### src/rtl/fp32_pkg.sv
// Shared binary32 divider constants and FSM encoding.
package fp32_pkg;

    localparam int BIAS       = 127;
    localparam int ITERATIONS = 26;
    localparam int EXP_W      = 10;
    localparam int CNT_W      = 5;

    localparam logic [31:0] CANON_NAN = 32'h7FC0_0000;

    typedef enum logic [2:0] {
        IDLE,
        UNPACK,
        DIVIDE,
        NORMALIZE,
        ROUND,
        DONE
    } state_t;

endpackage

### src/rtl/mant_div_iter.sv
// Radix-2 restoring mantissa divider: one quotient bit per clock, ITERATIONS bits per load.
module mant_div_iter
    import fp32_pkg::*;
(
    input  logic                  clk,
    input  logic                  rst,
    input  logic                  load,
    input  logic [23:0]           dividend,
    input  logic [23:0]           divisor,
    output logic [ITERATIONS-1:0] quotient,
    output logic                  rem_nonzero,
    output logic                  done
);

    logic [24:0]      rem;
    logic [23:0]      div_q;
    logic [CNT_W-1:0] count;
    logic             take;
    logic [23:0]      rem_sub;

    // Partial remainder stays below the divisor after each step, so 24 bits hold the difference.
    always_comb begin
        take    = (rem >= {1'b0, div_q});
        rem_sub = take ? 24'(rem - {1'b0, div_q}) : rem[23:0];
    end

    always_ff @(posedge clk or negedge rst) begin
        if (!rst) begin
            rem      <= '0;
            div_q    <= '0;
            quotient <= '0;
            count    <= '0;
        end else if (load) begin
            rem      <= {1'b0, dividend};
            div_q    <= divisor;
            quotient <= '0;
            count    <= CNT_W'(ITERATIONS);
        end else if (count != '0) begin
            quotient <= {quotient[ITERATIONS-2:0], take};
            rem      <= {rem_sub, 1'b0};
            count    <= count - CNT_W'(1);
        end
    end

    assign rem_nonzero = (rem != '0);
    assign done        = (count == '0);

endmodule

### src/rtl/divider.sv
// IEEE-754 binary32 divider with fixed latency; denormal inputs flush to zero and
// results never go denormal. Round to nearest, ties to even.
module divider
    import fp32_pkg::*;
#(
    parameter int WIDTH = 32
) (
    input  logic             clk,
    input  logic             rst,
    input  logic             start,
    input  logic [WIDTH-1:0] dividened,
    input  logic [WIDTH-1:0] divisor,
    output logic             busy,
    output logic             valid,
    output logic [WIDTH-1:0] out_reg
);

    state_t state, next_state;

    logic [31:0]             a_reg, b_reg;
    logic                    sign_reg, special_reg;
    logic [31:0]             special_val;
    logic signed [EXP_W-1:0] exp_reg, norm_exp;
    logic [23:0]             norm_mant;
    logic                    norm_guard, norm_sticky;

    logic                    capture, iter_load, iter_done, rem_nonzero;
    logic [ITERATIONS-1:0]   quotient;

    logic [7:0]              exp_a, exp_b;
    logic [22:0]             frac_a, frac_b;
    logic                    a_zero, a_inf, a_nan, b_zero, b_inf, b_nan;
    logic                    sign_c, special_c;
    logic [31:0]             special_val_c;
    logic signed [EXP_W-1:0] exp_c;

    logic [23:0]             norm_mant_c;
    logic                    norm_guard_c, norm_sticky_c;
    logic signed [EXP_W-1:0] norm_exp_c;

    logic                    round_up;
    logic [24:0]             rounded;
    logic signed [EXP_W-1:0] round_exp;
    logic [22:0]             round_frac;
    logic [31:0]             result_c;

    mant_div_iter u_iter (
        .clk        (clk),
        .rst        (rst),
        .load       (iter_load),
        .dividend   ({1'b1, frac_a}),
        .divisor    ({1'b1, frac_b}),
        .quotient   (quotient),
        .rem_nonzero(rem_nonzero),
        .done       (iter_done)
    );

    always_ff @(posedge clk or negedge rst) begin
        if (!rst) state <= IDLE;
        else      state <= next_state;
    end

    // DONE counts as not busy so a new request can be taken in the valid cycle.
    always_comb begin
        next_state = state;
        busy       = (state != IDLE) && (state != DONE);
        valid      = (state == DONE);
        capture    = start && !busy;
        iter_load  = (state == UNPACK);
        case (state)
            IDLE:      if (capture) next_state = UNPACK;
            UNPACK:    next_state = DIVIDE;
            DIVIDE:    if (iter_done) next_state = NORMALIZE;
            NORMALIZE: next_state = ROUND;
            ROUND:     next_state = DONE;
            DONE:      next_state = capture ? UNPACK : IDLE;
            default:   next_state = IDLE;
        endcase
    end

    // Special operands still run through the iterator so the latency never changes.
    always_comb begin
        exp_a  = a_reg[30:23];
        exp_b  = b_reg[30:23];
        frac_a = a_reg[22:0];
        frac_b = b_reg[22:0];
        a_zero = (exp_a == 8'h00);
        b_zero = (exp_b == 8'h00);
        a_inf  = (exp_a == 8'hFF) && (frac_a == '0);
        b_inf  = (exp_b == 8'hFF) && (frac_b == '0);
        a_nan  = (exp_a == 8'hFF) && (frac_a != '0);
        b_nan  = (exp_b == 8'hFF) && (frac_b != '0);
        sign_c = a_reg[31] ^ b_reg[31];
        exp_c  = $signed({2'b00, exp_a}) - $signed({2'b00, exp_b}) + EXP_W'(BIAS);

        special_c     = 1'b1;
        special_val_c = CANON_NAN;
        if (a_nan || b_nan || (a_inf && b_inf) || (a_zero && b_zero))
            special_val_c = CANON_NAN;
        else if (a_inf || b_zero)
            special_val_c = {sign_c, 8'hFF, 23'd0};
        else if (a_zero || b_inf)
            special_val_c = {sign_c, 31'd0};
        else
            special_c = 1'b0;
    end

    always_comb begin
        if (quotient[ITERATIONS-1]) begin
            norm_mant_c   = quotient[25:2];
            norm_guard_c  = quotient[1];
            norm_sticky_c = quotient[0] || rem_nonzero;
            norm_exp_c    = exp_reg;
        end else begin
            norm_mant_c   = quotient[24:1];
            norm_guard_c  = quotient[0];
            norm_sticky_c = rem_nonzero;
            norm_exp_c    = exp_reg - 10'sd1;
        end
    end

    // A rounding carry leaves the fraction all zeros, so rounded[23:1] is the right slice.
    always_comb begin
        round_up   = norm_guard && (norm_sticky || norm_mant[0]);
        rounded    = {1'b0, norm_mant} + {24'd0, round_up};
        round_exp  = rounded[24] ? norm_exp + 10'sd1 : norm_exp;
        round_frac = rounded[24] ? rounded[23:1] : rounded[22:0];
        if (special_reg)
            result_c = special_val;
        else if (round_exp >= 10'sd255)
            result_c = {sign_reg, 8'hFF, 23'd0};
        else if (round_exp <= 10'sd0)
            result_c = {sign_reg, 31'd0};
        else
            result_c = {sign_reg, round_exp[7:0], round_frac};
    end

    always_ff @(posedge clk or negedge rst) begin
        if (!rst) begin
            a_reg       <= '0;
            b_reg       <= '0;
            sign_reg    <= 1'b0;
            special_reg <= 1'b0;
            special_val <= '0;
            exp_reg     <= '0;
            norm_mant   <= '0;
            norm_guard  <= 1'b0;
            norm_sticky <= 1'b0;
            norm_exp    <= '0;
            out_reg     <= '0;
        end else begin
            if (capture) begin
                a_reg <= dividened;
                b_reg <= divisor;
            end
            if (state == UNPACK) begin
                sign_reg    <= sign_c;
                exp_reg     <= exp_c;
                special_reg <= special_c;
                special_val <= special_val_c;
            end
            if (state == NORMALIZE) begin
                norm_mant   <= norm_mant_c;
                norm_guard  <= norm_guard_c;
                norm_sticky <= norm_sticky_c;
                norm_exp    <= norm_exp_c;
            end
            // Loaded on the edge into DONE so the quotient is present for the whole valid cycle.
            if (state == ROUND) out_reg <= result_c;
        end
    end

endmodule

### config.mk
export PLATFORM = sky130hd
export DESIGN_NAME = divider
export DESIGN_NICKNAME = d
export VERILOG_FILES = /design/src/rtl/fp32_pkg.sv /design/src/rtl/mant_div_iter.sv /design/src/rtl/divider.sv
export SDC_FILE = /design/constraint.sdc
export NUM_CORES = 1
export LEC_CHECK = 0
export ABC_AREA = 1
export CORE_MARGIN = 2
export CORE_UTILIZATION = 50
export CTS_CLUSTER_DIAMETER = 60
export CTS_CLUSTER_SIZE = 28
export DETAILED_ROUTE_END_ITERATION = 12
export GPL_TIMING_DRIVEN = 0
export PLACE_DENSITY_LB_ADDON = 0.1
export SLEW_MARGIN = 10
export SYNTH_ARGS = -nofsm -noshare
export SYNTH_HDL_FRONTEND = slang
export SYNTH_HIERARCHICAL = 1
export SYNTH_SLANG_ARGS = --single-unit
export TNS_END_PERCENT = 50
### constraint.sdc
create_clock -name clk -period 2.8 [get_ports clk]
set_input_delay 0.42 -clock clk [delete_from_list [all_inputs] [get_ports clk]]
set_output_delay 0.42 -clock clk [all_outputs]
set_load 0.05 [all_outputs]
; ---- After elaboration in Yosys (flattened, before gate mapping)
; Cells that the tools add are included.
[word_totals]
inputBits = 67
out_inout_bits = 34
regBits = 259
elab_cells = 93
[op_classes]
n_addsub = 7
bitwise = 1
n_eq_ne = 10
reduce_logical = 30
n_lt_le_gt_ge = 3
mux = 26
[op_table]
columns = op, n
row1 = $mux 32, 4
row2 = $mux 31, 2
row3 = $mux 26, 2
row4 = $mux 25, 2
row5 = $mux 24, 2
row6 = $logic_not 23->1, 2
row7 = $reduce_bool 23->1, 2
row8 = $add 24x1->25, 1
row9 = $ge 25x24->1, 1
row10 = $reduce_bool 25->1, 1
row11 = $sub 24x24->24, 1
row12 = $mux 23, 1
row13 = $mux 10, 2
row14 = $pmux 3 s6, 1
row15 = $eq 8x8->1 const B, 2
row16 = $logic_not 8->1, 2
row17 = $add 10x2->10 const B, 1
row18 = $add 9x8->10 const B, 1
row19 = $ge 10x9->1 const B, 1
row20 = $le 10x1->1 const B, 1
row21 = $mux 5, 2
row22 = $sub 10x2->10 const B, 1
row23 = $logic_and 1x1->1, 9
row24 = $sub 8x8->9, 1
row25 = 17 further kinds, 32

; ---- Depth between registers and ports, before layout
[depth]
word_depth = 8
ltp_mapped = 21
ltp_nobuf = 19

; ---- Modules after synthesis
; The synthesis kept the hierarchy.
[modules_own_cells]
columns = module, seq_area_each_um2, cells_per_inst, instances, area_each_um2
row1 = divider, 3753.6, 1000, 1, 8171.6
row2 = mant_div_iter, 2001.9, 805, 1, 5446.5

; ---- Worst setup path after synthesis
; Ideal clock, no wire load.
[synth_timing]
kind = reg-to-reg
from = register norm_mant[0]
to = register out_reg[30]
n_path_buf = 2
setup_slack_ps = 436
t_required_ps = 2673
synth_period_minus_slack_ps = 2364
path_stages_with_launch = 21
setup_ps = 127
arrival_ps = 2237
cell_sequence = dfrtp_1 -> nor2_1 -> nor2_1 -> ha_1 -> ha_1 -> nand3_1 -> inv_1 -> nand2_1 -> inv_1 -> nand2_2 -> buf_6 -> nand2_2 -> nand2_1 -> nand2_1 -> nor2_1 -> nand3_2 -> nand2_2 -> inv_4 -> buf_6 -> nand2_1 -> nand3b_1
[synth_via]
elab_chain_len = 8
elab_cells_between_ends = 9
classes_between = add/sub (1) / order compare (2) / mux (4) / reduce/logical (2)
[synth_lines]
columns = element, line
row1 = start: declaration, divider.sv:24  ; logic [23:0] norm_mant;
row2 = start signal: assignment, divider.sv:163  ; norm_mant <= norm_mant_c;
row3 = $logic_or 1x1->1, divider.sv:124  ; round_up = norm_guard && (norm_sticky || norm_mant[0]);
row4 = $logic_and 1x1->1, divider.sv:124
row5 = $add 24x1->25 (*), divider.sv:125  ; rounded = {1'b0, norm_mant} + {24'd0, round_up};
row6 = $mux 10 (*), divider.sv:126  ; round_exp = rounded[24] ? norm_exp + 10'sd1 : norm_exp;
row7 = $le 10x1->1, divider.sv:132  ; else if (round_exp <= 10'sd0)
row8 = $mux 31, divider.sv:132
row9 = $mux 31 (*), divider.sv:130  ; else if (round_exp >= 10'sd255)
row10 = $mux 32 (*), divider.sv:128  ; if (special_reg)
row11 = end signal: assignment, divider.sv:169  ; if (state == ROUND) out_reg <= result_c;
row12 = end: declaration, divider.sv:15  ; output logic [WIDTH-1:0] out_reg
; Every way passes the cells marked *; elsewhere a longest branch is shown, timed or not.
; A chain may end at the register's enable or synchronous reset.

; ---- Worst setup path after layout
[layout_timing]
from = register state[1]
to = register u_iter.rem[19]
[layout_via]
elab_chain_len = 2
elab_cells_between_ends = 3
classes_between = eq/ne (1) / mux (1) / reduce/logical (1)
[layout_lines]
columns = element, line
row1 = start: declaration, divider.sv:18  ; state_t state, next_state;
row2 = start signal: assignment, divider.sv:60  ; else state <= next_state;
row3 = $eq 3x1->1 (*), divider.sv:69  ; iter_load = (state == UNPACK);
row4 = via iter_load, divider.sv:27  ; logic capture, iter_load, iter_done, rem_nonzero;
row5 = $mux 25 or $reduce_bool 2->1 (tied branches), -
row6 = end signal: assignment, mant_div_iter.sv:34  ; rem <= {1'b0, dividend};
row7 = end signal: assignment, mant_div_iter.sv:40  ; rem <= {rem_sub, 1'b0};
row8 = end: declaration, mant_div_iter.sv:15  ; logic [24:0] rem;
; The timed path passes the listed nets; every way through them passes the cells marked *.

==> metrics.yaml <==
critPathMaxStageDelay_ns: 0.42
wl_met2_um: 17040
diodes: 0
syn2layout_area_growth_pct: 17.35
tightest_slew_ns: 0.9006
maxCapViolations: 0
fp.dieW_um: 169.0
yosys.area.top_type: "dfrtp_1"
ys_ff_latch: 230
postCtsSetupBuffers: 0
synthCells: 1805
highest-signal-layer: "met4"
grt_usage: 0.2579
fin_tns_setup_ns: 0
crit_cells: 11
multiInputGateArea_um2: 6593
grt_max_degree: 99
final_nets: 2044
start_util: 0.5067
numCtsBuffers: 25
peakVddDrop_mv: 0.7967
viasPerCell: 5.265
max_freq_ghz: 0.3838
synth_commonest_cells: "nand2_1, inv_1, dfrtp_1"
drc: 0
synthArstFlopShare: 1.000
hold_viol: 0
synthTopCellsByArea: "dfrtp_1, nand2_1, inv_1"
dp_cells: 2249
crit_family: "buffers and inverters"
slew_viol_final: 0
yosys_warnings: 6
h-tree-depth: 1
grt_pass1_wl_um: 59260
clk_pin_slew_worst_paths_ns: 0.07
critical-path-slowest-cell: "dfrtp_1"
cts_tree: "done"
wire_per_inst_um: 15.77
synth_enable_flop_cells: 0
finalWeightedCongestion: 0.9397
regArea_um2: 5756
io_buffers: 100
synth.cell_area_um2: 13620
p_total_w: 0.02151
antenna_left: 0
r2r.worst_path.cells: 11
p_leak_nw: 7.834
antenna_found_initial: 0
drive_above_1_share: 0.08854
postSynthAreaPerCell_um2: 7.545
synth.most_common_cell: "nand2_1"
cts_sinks: 230
yosysSeqAreaShare: 0.4226
fin_cells: 2295
die_area_um2: 28570
cellPowerDensity_nw_per_um2: 1346
clockBufferDepth: 3
clock-root-buffer: "clkbuf_16"
cp.required_ns: 3.27
wl_met3_um: 1449
wl_um: 36200
m1WireLength_um: 15950
final-setup-viol-count: 0
yosys.area.top_type_share: 0.4226
startpoint_type: "register"
slew_headroom: 0.3950
dr.pass1.iters: 5
post-route-min-period_ns: 2.606
path_buf_inv: 6
endpoint_kind: "register"
hold_slack_ns: 0.3564
synthDistinctLibCells: 52
drt-initial-drc-count: 800
overflow: 0
io_pins: 101
critPathMaxFanout: 14
path_cells: "inv_1 -> nand2_1 -> nor2_1 -> clkbuf_1 -> buf_2 -> clkbuf_2 -> inv_1 -> clkbuf_1 -> nand3_1 -> nand2_1 -> nand2_1"
insertion_delay_ns: 0.54
final_util: 0.5946
worstSetupPathType: "reg -> reg"
grt_pass1_vias: 11770
coreArea_um2: 26880
status: "finished clean"
clock_skew_ns: 0.01821
vias: 12080
std_cell_rows: 60
chipHeight_um: 169.0
synthFlopType: "dfrtp_1"
r2r_slack_ns: 0.19
cp_data_arrival_time_ns: 3.07
finalCritPeriodShare: 0.9306
hpwl_um: 28120
fillers: 2505
hold_class: "in -> async"
cp_common_cell: "nand2_1"
[cells in the final DEF, fill, tap and decap left out, drive strengths merged, types with 2 or more instances in the layout]
cell,count
nor2,150
or2,3
clkdlybuf4s50,99
and2,5
o21bai,3
nand4,41
ha,39
nand3,130
xor2,28
o21ai,81
a21oi,56
o22ai,24
a22o,2
nand2,541
clkbuf,65
conb,2
fa,2
nor4,18
nor3,20
nand3b,14
dfrtp,230
inv,273
a31oi,24
clkinv,7
mux2,43
xnor2,14
buf,28
o211ai,3
[cell families (layout without fill, tap and decap cells)]
group	Yosys count	count (layout)	share of synthesized area
adder cells (fa/ha/maj)	41	41	0.03877
buffers and inverters	325	473	0.09463
flip-flops	230	230	0.4226
AO/OA/AOI/OAI	200	200	0.08306
multiplexers	43	43	0.03556
AND/OR/NAND/NOR	923	923	0.2981
other	1	2	0.0002754
XOR/XNOR	42	42	0.02701
[stage by stage]
step                setup WS, ns  cell area [µm²]
floorplan                 0.4357            13620
global placement          -8.539            15050
detailed placement       -0.1049            15110
CTS                      0.02423            15950
global route            -0.01524            15980
finish                    0.1942            15980
[routing by layer]
layer  vias up  track usage
met3        96      0.02829
met1      5587       0.3333
li1       6078            -
met4         0       0.1148
met5         -            0
met2       323       0.4394
[power by group]
part | total [W] | internal [W] | leakage, nW | switching [W]
combinational | 0.0120 | 0.00435 | 4.61 | 0.00768
clock | 0.00331 | 0.00177 | 0.413 | 0.00153
sequential | 0.00618 | 0.00489 | 2.81 | 0.00129
total | 0.0215 | 0.0110 | 7.83 | 0.0105
[worst reg2reg max path, delay by kind of cell (launching register included)]
| kind | cells | cell delay [ns] |
|---|---|---|
| buf+inv | 6 | 1.56 |
| simple gates | 5 | 0.57 |
| flops | 1 | 0.42 |
[path summary, 6_finish.rpt]
check                                  to          from
setup / recovery           u_iter/rem[19]      state[1]
hold / removal               norm_mant[8]           rst
setup reg to reg           u_iter/rem[19]      state[1]
hold reg to reg               out_reg[18]   out_reg[18]
max in group asynchronous       a_reg[30]           rst
min in group clk                 a_reg[8]  dividened[8]
[final cells by class]
cell class | count | share of cell area
Sequential cell | 230 | 0.3602
Timing Repair Buffer | 103 | 0.06702
Clock inverter | 18 | 0.01120
Inverter | 262 | 0.06170
Buffer | 63 | 0.01981
Multi-Input combinational cell | 1251 | 0.4125
Tap cell | 341 | 0.02670
Clock buffer | 27 | 0.04087
[timing repair]
item / CTS / global route
pin swaps: 0 / 1
gates resized for setup: 1 / 13
hold endpoints to repair: 36 / 0
setup endpoints to repair: 33 / 73
hold buffers: 1 / 0
(Power assumes the default switching activity.)
